<file path="config.mk">
export PLATFORM = sky130hd
export DESIGN_NAME = cpu_mem_bridge
export DESIGN_NICKNAME = d
export VERILOG_FILES = /design/src/rtl/cpu_bus_pkg.sv /design/src/rtl/wbuf_fifo.sv /design/src/rtl/cpu_mem_bridge.sv
export SDC_FILE = /design/constraint.sdc
export NUM_CORES = 1
export LEC_CHECK = 0
export ABC_AREA = 0
export CORE_MARGIN = 2
export CORE_UTILIZATION = 54
export CTS_CLUSTER_DIAMETER = 80
export DETAILED_ROUTE_END_ITERATION = 8
export PLACE_DENSITY = 0.84
export SLEW_MARGIN = 40
export SYNTH_ARGS = -nofsm -noshare
export SYNTH_HDL_FRONTEND = slang
export SYNTH_SLANG_ARGS = --single-unit
</file>
<file path="constraint.sdc">
create_clock -name clock -period 31.7 [get_ports clock]
set_input_delay 3.17 -clock clock [delete_from_list [all_inputs] [get_ports clock]]
set_output_delay 3.17 -clock clock [all_outputs]
set_load 0.005 [all_outputs]
</file>
<file path="src/rtl/cpu_bus_pkg.sv">
//==============================================================================
// Module      : cpu_bus_pkg
// Description : Shared encodings for the cpu-to-memory bridge.
// Revision    : 1.0 - initial release
//==============================================================================
`default_nettype none

package cpu_bus_pkg;

   typedef enum logic [1:0] {
      IDLE    = 2'd0,
      WR_REQ  = 2'd1,
      RD_REQ  = 2'd2,
      RD_DONE = 2'd3
   } bridge_state_t;

   localparam logic RW_READ  = 1'b1;
   localparam logic RW_WRITE = 1'b0;

endpackage

`default_nettype wire

</file>
<file path="src/rtl/wbuf_fifo.sv">
//==============================================================================
// Module      : wbuf_fifo
// Description : Circular write-buffer FIFO holding address/data pairs; exposes
//               the head entry and, with CPU_MEM_BRIDGE_FWD_EN, every slot.
// Revision    : 1.0 - initial release
//==============================================================================
`default_nettype none

module wbuf_fifo #(
   parameter int AW    = 32,
   parameter int DW    = 32,
   parameter int DEPTH = 4,
   localparam int c_IW = $clog2(DEPTH)
) (
   input  logic          clock,
   input  logic          reset,
   input  logic          push,
   input  logic [AW-1:0] push_addr,
   input  logic [DW-1:0] push_data,
   input  logic          pop,
   output logic          full,
   output logic          empty,
   output logic [AW-1:0] head_addr,
   output logic [DW-1:0] head_data
`ifdef CPU_MEM_BRIDGE_FWD_EN
   ,
   output logic [c_IW-1:0] rd_idx,
   output logic [c_IW:0]   count,
   output logic [AW-1:0]   ent_addr [DEPTH],
   output logic [DW-1:0]   ent_data [DEPTH]
`endif
);

   localparam logic [c_IW:0] c_PTR_ONE = 1;

   logic [c_IW:0]   r_wr_ptr;
   logic [c_IW:0]   r_rd_ptr;
   logic [AW-1:0]   r_addr [DEPTH];
   logic [DW-1:0]   r_data [DEPTH];
   logic            w_do_push;
   logic            w_do_pop;

   // Pointers carry one extra wrap bit so full and empty are distinguishable.
   assign empty = (r_wr_ptr == r_rd_ptr);
   assign full  = (r_wr_ptr[c_IW] != r_rd_ptr[c_IW]) &&
                  (r_wr_ptr[c_IW-1:0] == r_rd_ptr[c_IW-1:0]);

   assign w_do_push = push && (!full || pop);
   assign w_do_pop  = pop && !empty;

   assign head_addr = r_addr[r_rd_ptr[c_IW-1:0]];
   assign head_data = r_data[r_rd_ptr[c_IW-1:0]];

   always_ff @(posedge clock or posedge reset) begin
      if (reset) begin
         r_wr_ptr <= '0;
         r_rd_ptr <= '0;
         for (int i = 0; i < DEPTH; i++) begin
            r_addr[i] <= '0;
            r_data[i] <= '0;
         end
      end else begin
         if (w_do_push) begin
            r_addr[r_wr_ptr[c_IW-1:0]] <= push_addr;
            r_data[r_wr_ptr[c_IW-1:0]] <= push_data;
            r_wr_ptr                   <= r_wr_ptr + c_PTR_ONE;
         end
         if (w_do_pop) begin
            r_rd_ptr <= r_rd_ptr + c_PTR_ONE;
         end
      end
   end

`ifdef CPU_MEM_BRIDGE_FWD_EN
   assign rd_idx = r_rd_ptr[c_IW-1:0];
   assign count  = r_wr_ptr - r_rd_ptr;

   for (genvar g = 0; g < DEPTH; g++) begin : g_ent
      assign ent_addr[g] = r_addr[g];
      assign ent_data[g] = r_data[g];
   end
`endif

endmodule

`default_nettype wire

</file>
<file path="src/rtl/cpu_mem_bridge.sv">
//==============================================================================
// Module      : cpu_mem_bridge
// Description : Converts the cpu bus into a req/ack memory handshake with a
//               posted write buffer. Define CPU_MEM_BRIDGE_FWD_EN to let reads
//               forward the youngest matching buffered write.
// Revision    : 1.0 - initial release
//==============================================================================
`default_nettype none

module cpu_mem_bridge
   import cpu_bus_pkg::*;
#(
   parameter int AW         = 32,
   parameter int DW         = 32,
   parameter int WBUF_DEPTH = 4
) (
   input  logic          clock,
   input  logic          reset,
   input  logic          cpu_valid,
   input  logic          cpu_rw,
   input  logic [AW-1:0] cpu_address,
   input  logic [DW-1:0] cpu_datao,
   output logic [DW-1:0] cpu_data,
   output logic          cpu_stall,
   output logic          mem_req,
   output logic          mem_we,
   output logic [AW-1:0] mem_addr,
   output logic [DW-1:0] mem_wdata,
   input  logic          mem_ack,
   input  logic [DW-1:0] mem_rdata
);

   localparam int c_IW = $clog2(WBUF_DEPTH);

   bridge_state_t r_state;
   bridge_state_t w_state_next;

   logic          r_mem_req;
   logic          r_mem_we;
   logic [AW-1:0] r_mem_addr;
   logic [DW-1:0] r_mem_wdata;
   logic [DW-1:0] r_cpu_data;

   logic          w_full;
   logic          w_empty;
   logic [AW-1:0] w_head_addr;
   logic [DW-1:0] w_head_data;
   logic          w_push;
   logic          w_pop;
   logic          w_rd_pending;
   logic          w_wr_pending;
   logic          w_ack;
   logic          w_issue_wr;
   logic          w_issue_rd;
   logic          w_cap_rd;
   logic          w_cap_fwd;
   logic          w_drop_req;
   logic          w_fwd_hit;
   logic [DW-1:0] w_fwd_data;

   assign w_rd_pending = cpu_valid && (cpu_rw == RW_READ);
   assign w_wr_pending = cpu_valid && (cpu_rw == RW_WRITE);
   assign w_push       = w_wr_pending && !w_full;
   assign w_ack        = mem_ack && r_mem_req;

   // A read is held until its RD_DONE cycle; a write only while the buffer is full.
   assign cpu_stall = (w_rd_pending && (r_state != RD_DONE)) ||
                      (w_wr_pending && w_full);

   assign cpu_data  = r_cpu_data;
   assign mem_req   = r_mem_req;
   assign mem_we    = r_mem_we;
   assign mem_addr  = r_mem_addr;
   assign mem_wdata = r_mem_wdata;

`ifdef CPU_MEM_BRIDGE_FWD_EN
   logic [c_IW-1:0] w_rd_idx;
   logic [c_IW:0]   w_count;
   logic [AW-1:0]   w_ent_addr [WBUF_DEPTH];
   logic [DW-1:0]   w_ent_data [WBUF_DEPTH];
`endif

   wbuf_fifo #(
      .AW    (AW),
      .DW    (DW),
      .DEPTH (WBUF_DEPTH)
   ) u_wbuf (
      .clock     (clock),
      .reset     (reset),
      .push      (w_push),
      .push_addr (cpu_address),
      .push_data (cpu_datao),
      .pop       (w_pop),
      .full      (w_full),
      .empty     (w_empty),
      .head_addr (w_head_addr),
      .head_data (w_head_data)
`ifdef CPU_MEM_BRIDGE_FWD_EN
      ,
      .rd_idx    (w_rd_idx),
      .count     (w_count),
      .ent_addr  (w_ent_addr),
      .ent_data  (w_ent_data)
`endif
   );

`ifdef CPU_MEM_BRIDGE_FWD_EN
   // Walk oldest to youngest so the last match seen is the youngest write.
   always_comb begin
      w_fwd_hit  = 1'b0;
      w_fwd_data = '0;
      for (int i = 0; i < WBUF_DEPTH; i++) begin
         if (((c_IW+1)'(i) < w_count) &&
             (w_ent_addr[w_rd_idx + c_IW'(i)] == cpu_address)) begin
            w_fwd_hit  = 1'b1;
            w_fwd_data = w_ent_data[w_rd_idx + c_IW'(i)];
         end
      end
   end
`else
   assign w_fwd_hit  = 1'b0;
   assign w_fwd_data = '0;
`endif

   always_ff @(posedge clock or posedge reset) begin
      if (reset) begin
         r_state <= IDLE;
      end else begin
         r_state <= w_state_next;
      end
   end

   always_comb begin
      w_state_next = r_state;
      w_pop        = 1'b0;
      w_issue_wr   = 1'b0;
      w_issue_rd   = 1'b0;
      w_cap_rd     = 1'b0;
      w_cap_fwd    = 1'b0;
      w_drop_req   = 1'b0;
      case (r_state)
         IDLE: begin
            if (w_rd_pending && w_fwd_hit) begin
               w_cap_fwd    = 1'b1;
               w_state_next = RD_DONE;
            end else if (!w_empty) begin
               w_issue_wr   = 1'b1;
               w_state_next = WR_REQ;
            end else if (w_rd_pending) begin
               w_issue_rd   = 1'b1;
               w_state_next = RD_REQ;
            end
         end
         WR_REQ: begin
            if (w_ack) begin
               w_pop        = 1'b1;
               w_drop_req   = 1'b1;
               w_state_next = IDLE;
            end
         end
         RD_REQ: begin
            if (w_ack) begin
               w_cap_rd     = 1'b1;
               w_drop_req   = 1'b1;
               w_state_next = RD_DONE;
            end
         end
         RD_DONE: begin
            w_state_next = IDLE;
         end
         default: begin
            w_state_next = IDLE;
         end
      endcase
   end

   always_ff @(posedge clock or posedge reset) begin
      if (reset) begin
         r_mem_req   <= 1'b0;
         r_mem_we    <= 1'b0;
         r_mem_addr  <= '0;
         r_mem_wdata <= '0;
         r_cpu_data  <= '0;
      end else begin
         if (w_issue_wr) begin
            r_mem_req   <= 1'b1;
            r_mem_we    <= 1'b1;
            r_mem_addr  <= w_head_addr;
            r_mem_wdata <= w_head_data;
         end else if (w_issue_rd) begin
            r_mem_req   <= 1'b1;
            r_mem_we    <= 1'b0;
            r_mem_addr  <= cpu_address;
         end else if (w_drop_req) begin
            r_mem_req   <= 1'b0;
         end
         if (w_cap_rd) begin
            r_cpu_data <= mem_rdata;
         end else if (w_cap_fwd) begin
            r_cpu_data <= w_fwd_data;
         end
      end
   end

endmodule

`default_nettype wire
</file>
==> results of run 1 <==
[cell usage in the layout (no fill, tap or decap), drive strengths merged, types with 2 or more instances in the layout]
cell,count
mux4,64
o21ai,2
buf,28
clkbuf,64
mux2,322
dfrtp,362
nand3,3
a41oi,32
inv,8
bufinv,2
clkinv,4
a21boi,33
o311ai,36
o211ai,33
clkdlybuf4s50,199
nand2,37
ha,9
xnor2,5
xor2,5
nor2b,34
[power by group]
group	switching [mW]	internal [mW]	leakage, nW
logic	0.160	0.210	3.28
registers	0.0855	0.629	4.37
clock network	0.180	0.272	0.628
total	0.425	1.11	8.27
[routing by layer]
metal	GRT usage, %	share of wire [%]	vias to the layer above
li1	-	-	4480
met1	30.3	41	5366
met2	39.2	50	354
met3	5.20	7.4	62
met4	6.78	2.0	4
met5	0	0.068	-
[critical path, cell delays in order]
cell and delay (ns):
clkdlybuf4s50_1 0.42, buf_4 0.26, nor4_1 0.38, o21a_1 0.16, clkdlybuf4s50_1 0.51
[kinds of logic (layout without fill, tap and decap cells)]
| kind of cell | Yosys count | count (layout) | share of synthesized area [%] |
|---|---|---|---|
| compound gates | 144 | 144 | 7.47 |
| xor+xnor | 10 | 10 | 0.666 |
| fa+ha+maj | 9 | 9 | 0.682 |
| buf+inv | 96 | 306 | 3.26 |
| flops | 362 | 362 | 54.8 |
| mux | 386 | 386 | 30.7 |
| simple gates | 79 | 79 | 2.42 |
[path summary, 6_finish.rpt]
check,start,to,slack [ns]
max,cpu_rw,cpu_stall,23.62
min,u_wbuf.r_addr[53],u_wbuf.r_addr[53],0.49
max reg2reg,u_wbuf.r_rd_ptr[0],u_wbuf.r_data[44],28.80
min reg2reg,u_wbuf.r_addr[53],u_wbuf.r_addr[53],0.49
max in group asynchronous,reset,cpu_data[20],27.33
min in group asynchronous,reset,mem_wdata[26],3.23
[state kept, by name, summed over array words and instances, names as in the netlist]
register         count
u_wbuf.r_rd_ptr      3
u_wbuf.r_addr      128
cpu_data            32
u_wbuf.r_data      128
mem_we               1
mem_req              1
mem_wdata           32
u_wbuf.r_wr_ptr      3
r_state              2
mem_addr            32
[per-stage QoR]
stage | hold slack, ns | util (%) | total power [mW] | cells | setup slack (ns)
6_report | 0.486 | 66.4 | 1.54 | 1692 | 23.62
4_1_cts | 0.486 | 66.3 | 1.55 | 1691 | 23.61
2_1_floorplan | 0.459 | - | 0.982 | 1086 | 18.48
5_1_grt | 0.499 | 66.4 | 1.61 | 1692 | 23.56
3_3_place_gp | 0.463 | 61.9 | 1.06 | 1615 | 23.72
3_5_place_dp | 0.469 | 62.1 | 1.09 | 1618 | 23.64
[cell type report]
cell class | instances | area [sq um] | area share, %
well taps | 396 | 495 | 2.46
repair buffers | 227 | 2260 | 11.2
flip-flops and latches | 362 | 9070 | 45.0
inverters | 6 | 35.0 | 0.174
multi-input cells | 628 | 7010 | 34.8
clock buffers | 64 | 1180 | 5.86
clock inverters | 9 | 109 | 0.540
==> impl_results.md, run 1 <==
* Async SR Flop Fraction at 100%
* Max_slew headroom at 46.9%
* Top cells by count, synth: dfrtp_1 (362), mux2_2 (246), mux2_1 (76), mux4_2 (64), clkbuf_1 (46)
* Final nets at 1,375
* Period utilization at 25.5%
* Max-Cap Viols at 0
* Die Area at 0.0320 sq mm
* Final min period at 8.08 ns
* Final Max Slew Viols at 0
* Req. time, crit path at 28.53 ns
* Hold path depth at 1
* Number of global-route vias before repair at 10,900
* CTS buffer count at 40
* Post-Syn Instances at 1,086
* Top area cells in the synthesized netlist: dfrtp_1 (55%), mux2_2 (17%), mux4_2 (8.7%)
* Detailed Route WL at 36.6 mm
* Arrival time worst endpoint at 4.91 ns
* Max Buffers Root-to-Sink at 3
* Detailed placement HPWL at 22.1 mm
* Port-buffer cells at 199
* Io pins at 200
* Layout Skew at 0.0164 ns
* First-pass GRT wire length at 58.4 mm
* # rows at 64
* Avg Vias per Cell at 6.07
* RSZ-0062 raised after global routing: no
* VDD IR-drop max at 0.0000507 V
* Worst Path Max Fanout at 38
* N_diodes at 0
* Critical Path End Type: primary output
* Final Hold Fails at 0
* Avg Inst Size Synth at 15.2 sq um
* Clk root buf: clkbuf_16
* Number of flops mapped to enable cells by yosys at 0
* Placed cell area at 0.0188 sq mm
* Status: finished, final reports clean
* Syn nets at 1,196
* Synthesized area at 0.0165 sq mm
* Largest net degree at the start of global routing at 132
* CORE AREA at 0.0303 sq mm
* Area share of the largest cell type after synthesis at 54.8%
* ANT nets after route at 0
* Worst min path class: register to register
* Initial antenna violation count at 3
* #FFs+latches synth at 362
* Htree depth at 2
* Crit Path Class: input port to primary output
* Pleak at 8.27 nW
* Final Setup Violations at 0
* Fin Setup TNS at 0 ns
* Primary FF master, synth: dfrtp_1
* # fillers at 2,104
* Post-cts hold buffer count at 0
* Drt wl/cell at 21.7 um
* Worst Max-Slew Pin Slew at 0.794 ns
* Reg clk slew, reported paths at 0.06 ns
* P&R area growth vs syn at 22.0%
* Initial DRC count at 672
* Placer congestion estimate at 0.771
* GR Overflow Total at 0
* CTS tree: done
* Via count at 10,300
* Clock sink count at 362
* Drt pass-1 iters at 5
* GRT Util Overall at 23.2%
* Post-CTS setup buffer count at 0
* Top-count cell post-synth: dfrtp_1
* Die Height at 179 um
* Highest clock rate at 124 MHz
* Design area at 0.0202 sq mm
* Die Wd at 179 um
* Area leader, netlist: dfrtp_1
* DRC at 0
* Cell Pwr Density at 76.2 mW/mm^2
* Layout cells sized above 1 at 31.6%
* Library cells used by synthesis at 38
* Sequential cell area fraction in the yosys report at 54.8%
* Cells on worst reg2reg path at 5
* Initial Util at 54.4%
* Synth warnings at 0
* Resized cells post-CTS at 0
* Later-pin clock latency in the skew report at 0.53 ns
* Worst setup SP type: input port
Note: power is estimated with default switching activity, not from simulation.
==> run 2: changes to the inputs <==
Clock period 31.7 ns to 8.4 ns, I/O delays scaled along.
==> run 2 against run 1 <==
Against the previous run: via count decreased by 0.23%; global-route usage is 0.43 points higher; critical path depth increased by 1; worst setup slack worse by 19 ns; first-iteration DRC count decreased by 6.4%; clock power rose to 3.8 times the previous value; clock skew shrank 0.0033 ns; wire length increased by 0.52%; hold slack improved by 0.0036 ns; largest power group unchanged.
==> impl_results.md, run 2 (same netlist as run 1, synthesis figures left out) <==
* DRC at 0
* Reg-to-reg setup timing slack at 5.12 ns
* Crit Path Class: register to primary output
* Initial antenna violation count at 2
* Critical Path End Type: primary output
* CTS tree: done
* Worst setup SP type: register
* Layout Skew at 0.0131 ns
* Drt wl/cell at 21.9 um
* GRT Util Overall at 23.7%
* Min-delay src: u_wbuf.r_data[109]
* Layout cells sized above 1 at 32.0%
* Detailed placement HPWL at 22.7 mm
* Period utilization at 48.0%
* Status: finished, final reports clean
* Initial Util at 54.4%
* Resized cells post-CTS at 0
* P&R area growth vs syn at 22.0%
* Commonest non-fill, non-tap cells in the layout: dfrtp_1 (360), mux2_2 (246), clkdlybuf4s50_1 (199)
* Worst Max-Slew Pin Slew at 0.825 ns
* Arrival time worst endpoint at 3.19 ns
* # fillers at 2,094
* WP depth at 6
* Post-cts hold buffer count at 0
* Die Height at 179 um
* Final nets at 1,372
* VDD IR-drop max at 0.000173 V
* Max Buffers Root-to-Sink at 3
* Max_slew headroom at 45.0%
* Clk root buf: clkbuf_16
* Later-pin clock latency in the skew report at 0.52 ns
* RSZ-0062 raised after global routing: no
* Cell Pwr Density at 289 mW/mm^2
* Commonest non-fill, non-tap cell in the layout: dfrtp_1
* Io pins at 200
* Top Registers: u_wbuf.r_addr x128, u_wbuf.r_data x128
* Multi-input gate area at 0.00701 sq mm
* CP bufs+invs at 3
* Req. time, crit path at 7.56 ns
* Worst Setup Slack, final at 4.37 ns
* Die Wd at 179 um
* Max-Cap Viols at 0
* ANT nets after route at 0
* Worst Path Max Fanout at 24
* Critical Path Source: u_wbuf.r_rd_ptr[0]
* Reg clk slew, reported paths at 0.06 ns
* Highest clock rate at 248 MHz
* CTS buffer count at 39
* Final Hold Fails at 0
* Die Area at 0.0320 sq mm
* Clock sink count at 362
* CORE AREA at 0.0303 sq mm
* Detailed Route WL at 36.8 mm
* Number of global-route vias before repair at 10,900
* Final Max Slew Viols at 0
* Via count at 10,200
* Pleak at 8.28 nW
* Pre-CTS setup slack at 4.58 ns
* Fin Setup TNS at 0 ns
* Cell breakdown of the critical path: buf_12, xor2_4, buf_4, nor4_1, o21a_1, clkdlybuf4s50_1
* Worst min path class: register to register
* Avg Vias per Cell at 6.09
* Port-buffer cells at 199
* Reg area at 0.00907 sq mm
* CP max-delay cell: dfrtp_4
* First-pass GRT wire length at 59.1 mm
* Final min period at 4.03 ns
* Hold path depth at 1
* Largest net degree at the start of global routing at 104
* Initial DRC count at 629
* Crit path largest cell delay at 0.67 ns
* # rows at 64
* CP top delay family: buffers and inverters
* Final Setup Violations at 0
* Worst reg2reg startpoint: u_wbuf.r_rd_ptr[0]
* Cells on worst reg2reg path at 5
* Post-CTS setup buffer count at 0
* Placer congestion estimate at 0.759
* Htree depth at 2
* GR Overflow Total at 0
* Drt pass-1 iters at 5
==> run 2: cell types whose count changed in the layout (fill, tap and decap cells not counted), moves of 2 or more <==
cell,delta
buf_12,+2
clkinv_2,+6
buf_6,-2
clkbuf_8,-4
buf_4,-3
clkbuf_16,-2
bufinv_16,+3
clkbuf_1,-11
==> run 2: final cells by class <==
cell class | instances | share of cell area [%]
clock inverters | 18 | 1.14
repair buffers | 225 | 11.3
diodes | 1 | 0.0124
inverters | 6 | 0.130
multi-input cells | 628 | 34.8
well taps | 396 | 2.46
clock buffers | 47 | 5.14
flip-flops and latches | 362 | 45.0
==> run 2: worst paths after layout <==
check                                           to
min in group asynchronous             cpu_data[23]
worst min register to register  u_wbuf.r_data[109]
worst min-delay path            u_wbuf.r_data[109]
max in group asynchronous        u_wbuf.r_addr[25]
worst max register to register   u_wbuf.r_data[79]
worst max-delay path                     cpu_stall
==> run 2: worst reg2reg max path, stage by stage, from the launching register on <==
cell      delay, ns
dfrtp_4        0.67
buf_12         0.30
xor2_4         0.24
o311ai_4       0.71
buf_4          0.78
mux2_2         0.45
==> run 2: through the flow <==
stage | utilization [%] | instances | area [sq um] | total power [mW] | hold WS, ns
after floorplan | - | 1086 | 16500 | 3.71 | 0.459
after global placement | 61.9 | 1612 | 18800 | 4.00 | 0.461
after detailed placement | 62.2 | 1617 | 18900 | 4.13 | 0.477
after CTS | 66.4 | 1682 | 20100 | 5.85 | 0.493
after global routing | 66.4 | 1682 | 20100 | 6.10 | 0.502
final | 66.4 | 1683 | 20200 | 5.82 | 0.490
==> run 2: report_power, final <==
part           switching, mW  leakage [nW]  total [mW]  internal (mW)
Clock                  0.676         0.632        1.71           1.03
Sequential             0.329          4.37        2.70           2.37
Combinational          0.611          3.27        1.40          0.793
==> run 2: routing by layer <==
metal,track usage (%),wire (um),part of all wire [%]
met5,0,13,0.035
met4,8.20,1040,2.8
met3,4.98,2320,6.3
met2,40.7,18300,50
met1,29.7,15200,41
==> run 3: changes to the inputs <==
Settings changed: CORE_UTILIZATION 54 to 51, PLACE_DENSITY 0.84 to 0.83.
Clock period 8.4 ns to 3.4 ns, I/O delays scaled along.
==> run 3 against run 2 <==
Against the previous run: worst setup slack lost 3.8 ns; design area grew 0.38%; flip-flop and latch count is the same; highest routed layer unchanged; die area grew 5.7%; sequential share of layout area shrank 0.17 points; largest cell class unchanged.
==> impl_results.md, run 3 (same netlist as run 1, synthesis figures left out) <==
* Via count at 10,300
* Final min period at 2.86 ns
* Reg-to-reg setup timing slack at 0.87 ns
* Placed cell area at 0.0190 sq mm
* Resized cells post-CTS at 0
* Clock sink count at 362
* CORE AREA at 0.0317 sq mm
* Detailed placement HPWL at 22.6 mm
* Placed Instances at 1,627
* P&R area growth vs syn at 22.4%
* Die Wd at 184 um
* CTS tree: done
* Htree depth at 2
* Req. time, crit path at 3.06 ns
* Later-pin clock latency in the skew report at 0.53 ns
* Worst Setup Slack, final at 0.538 ns
* Top Registers: u_wbuf.r_addr x128, u_wbuf.r_data x128
* ANT nets after route at 0
* Multi-input gate area at 0.00703 sq mm
* Final nets at 1,377
* # fillers at 2,281
* Period utilization at 84.2%
* Clk root buf: clkbuf_16
* Crit path largest cell delay at 0.64 ns
* Worst min path class: input port to asynchronous set/reset pin
* First-pass GRT wire length at 60.0 mm
* Design area at 0.0202 sq mm
* Initial Util at 52.1%
* Detailed Route WL at 37.4 mm
* Cells on worst reg2reg path at 5
* Final Hold Fails at 0
* Placer congestion estimate at 0.728
* Drt pass-1 iters at 5
* Layout Skew at 0.0140 ns
* # rows at 65
* Max Buffers Root-to-Sink at 3
* Die Area at 0.0338 sq mm
* DRC at 0
* Pleak at 8.29 nW
* Crit path to: cpu_stall
* Worst Max-Slew Pin Slew at 0.696 ns
* Worst Path Max Fanout at 17
* VDD IR-drop max at 0.000529 V
* Largest net degree at the start of global routing at 102
* Final Setup Violations at 0
* Max-Cap Viols at 0
* Crit Path Class: register to primary output
* Post-CTS setup buffer count at 0
* Port-buffer cells at 199
* Final Max Slew Viols at 0
* Initial antenna violation count at 4
* Worst setup SP type: register
* Reg area at 0.00907 sq mm
* GRT Util Overall at 22.6%
* Drt wl/cell at 22.0 um
* CP max-delay cell: xnor2_4
* CTS buffer count at 40
* Post-cts hold buffer count at 0
* Reg clk slew, reported paths at 0.06 ns
* Commonest non-fill, non-tap cells in the layout: dfrtp_1 (360), mux2_2 (246), clkdlybuf4s50_1 (199)
* Fin cells at 1,699
* Cell Pwr Density at 706 mW/mm^2
* Layout cells sized above 1 at 31.7%
* Critical Path Source: u_wbuf.r_rd_ptr[2]
* Max_slew headroom at 53.6%
* Die Height at 184 um
* Critical Path End Type: primary output
* Fin Setup TNS at 0 ns
* Status: finished, final reports clean
* Worst reg2reg startpoint: u_wbuf.r_rd_ptr[1]
* Highest clock rate at 349 MHz
* Commonest non-fill, non-tap cell in the layout: dfrtp_1
* Io pins at 200
* Pre-CTS setup slack at 0.905 ns
* GR Overflow Total at 0
* R2R Path End: u_wbuf.r_addr[112]
* Arrival time worst endpoint at 2.52 ns
* Avg Vias per Cell at 6.06
* RSZ-0062 raised after global routing: no
* Initial DRC count at 659
* Cell breakdown of the critical path: xnor2_4, nor4_1, o21a_1, clkdlybuf4s50_1
* Number of global-route vias before repair at 11,100
==> run 3: changes by cell type in the layout (fill, tap and decap cells not counted), sizes merged <==
cell	before	now
clkinvlp	1	2
clkinv	10	2
bufinv	5	0
clkbuf	47	64
buf	26	30
diode	1	2
==> run 3: report_power, final <==
group | internal, mW | switching [mW]
logic | 2.02 | 1.51
registers | 5.87 | 0.803
clock network | 2.42 | 1.66
==> run 3: how the worst min path moves through the flow <==
stage	to	slack [ns]
6_report	u_wbuf.r_addr[68]	0.19
5_1_grt	u_wbuf.r_addr[68]	0.21
3_5_place_dp	u_wbuf.r_data[7]	0.48
4_1_cts	u_wbuf.r_addr[67]	0.19
3_3_place_gp	u_wbuf.r_addr[43]	0.47
2_1_floorplan	u_wbuf.r_addr[43]	0.46
==> run 3: metrics by stage <==
step / utilization (%) / hold WS, ns / total power, mW
after floorplan: - / 0.459 / 9.15
after global routing: 63.8 / 0.215 / 15.0
after global placement: 59.6 / 0.469 / 9.89
after CTS: 63.7 / 0.186 / 14.4
after detailed placement: 59.8 / 0.477 / 10.2
final: 63.8 / 0.193 / 14.3
==> run 3: area by class of cell <==
cell class / count / share of cell area (%)
Clock buffer: 64 / 5.94
Inverter: 6 / 0.130
Sequential cell: 362 / 44.8
Multi-Input combinational cell: 628 / 34.8
Antenna cell: 2 / 0.0247
Timing Repair Buffer: 229 / 11.6
Clock inverter: 6 / 0.216
Tap cell: 402 / 2.49
==> run 3: worst max-delay path, delay by kind of cell (launching register included) <==
kind	cells	cell delay (ns)
AO/OA/AOI/OAI	1	0.25
XOR/XNOR	1	0.64
flip-flops	1	0.51
AND/OR/NAND/NOR	1	0.14
buffers and inverters	1	0.45
==> run 3: routing by layer <==
metal,global-route usage [%],wire (um),vias to the layer above,share of wire (%)
met3,5.65,2780,69,7.4
met1,29.5,15500,5388,41
li1,-,-,4476,-
met5,0,23,-,0.061
met2,37.0,18200,360,49
met4,7.97,894,4,2.4
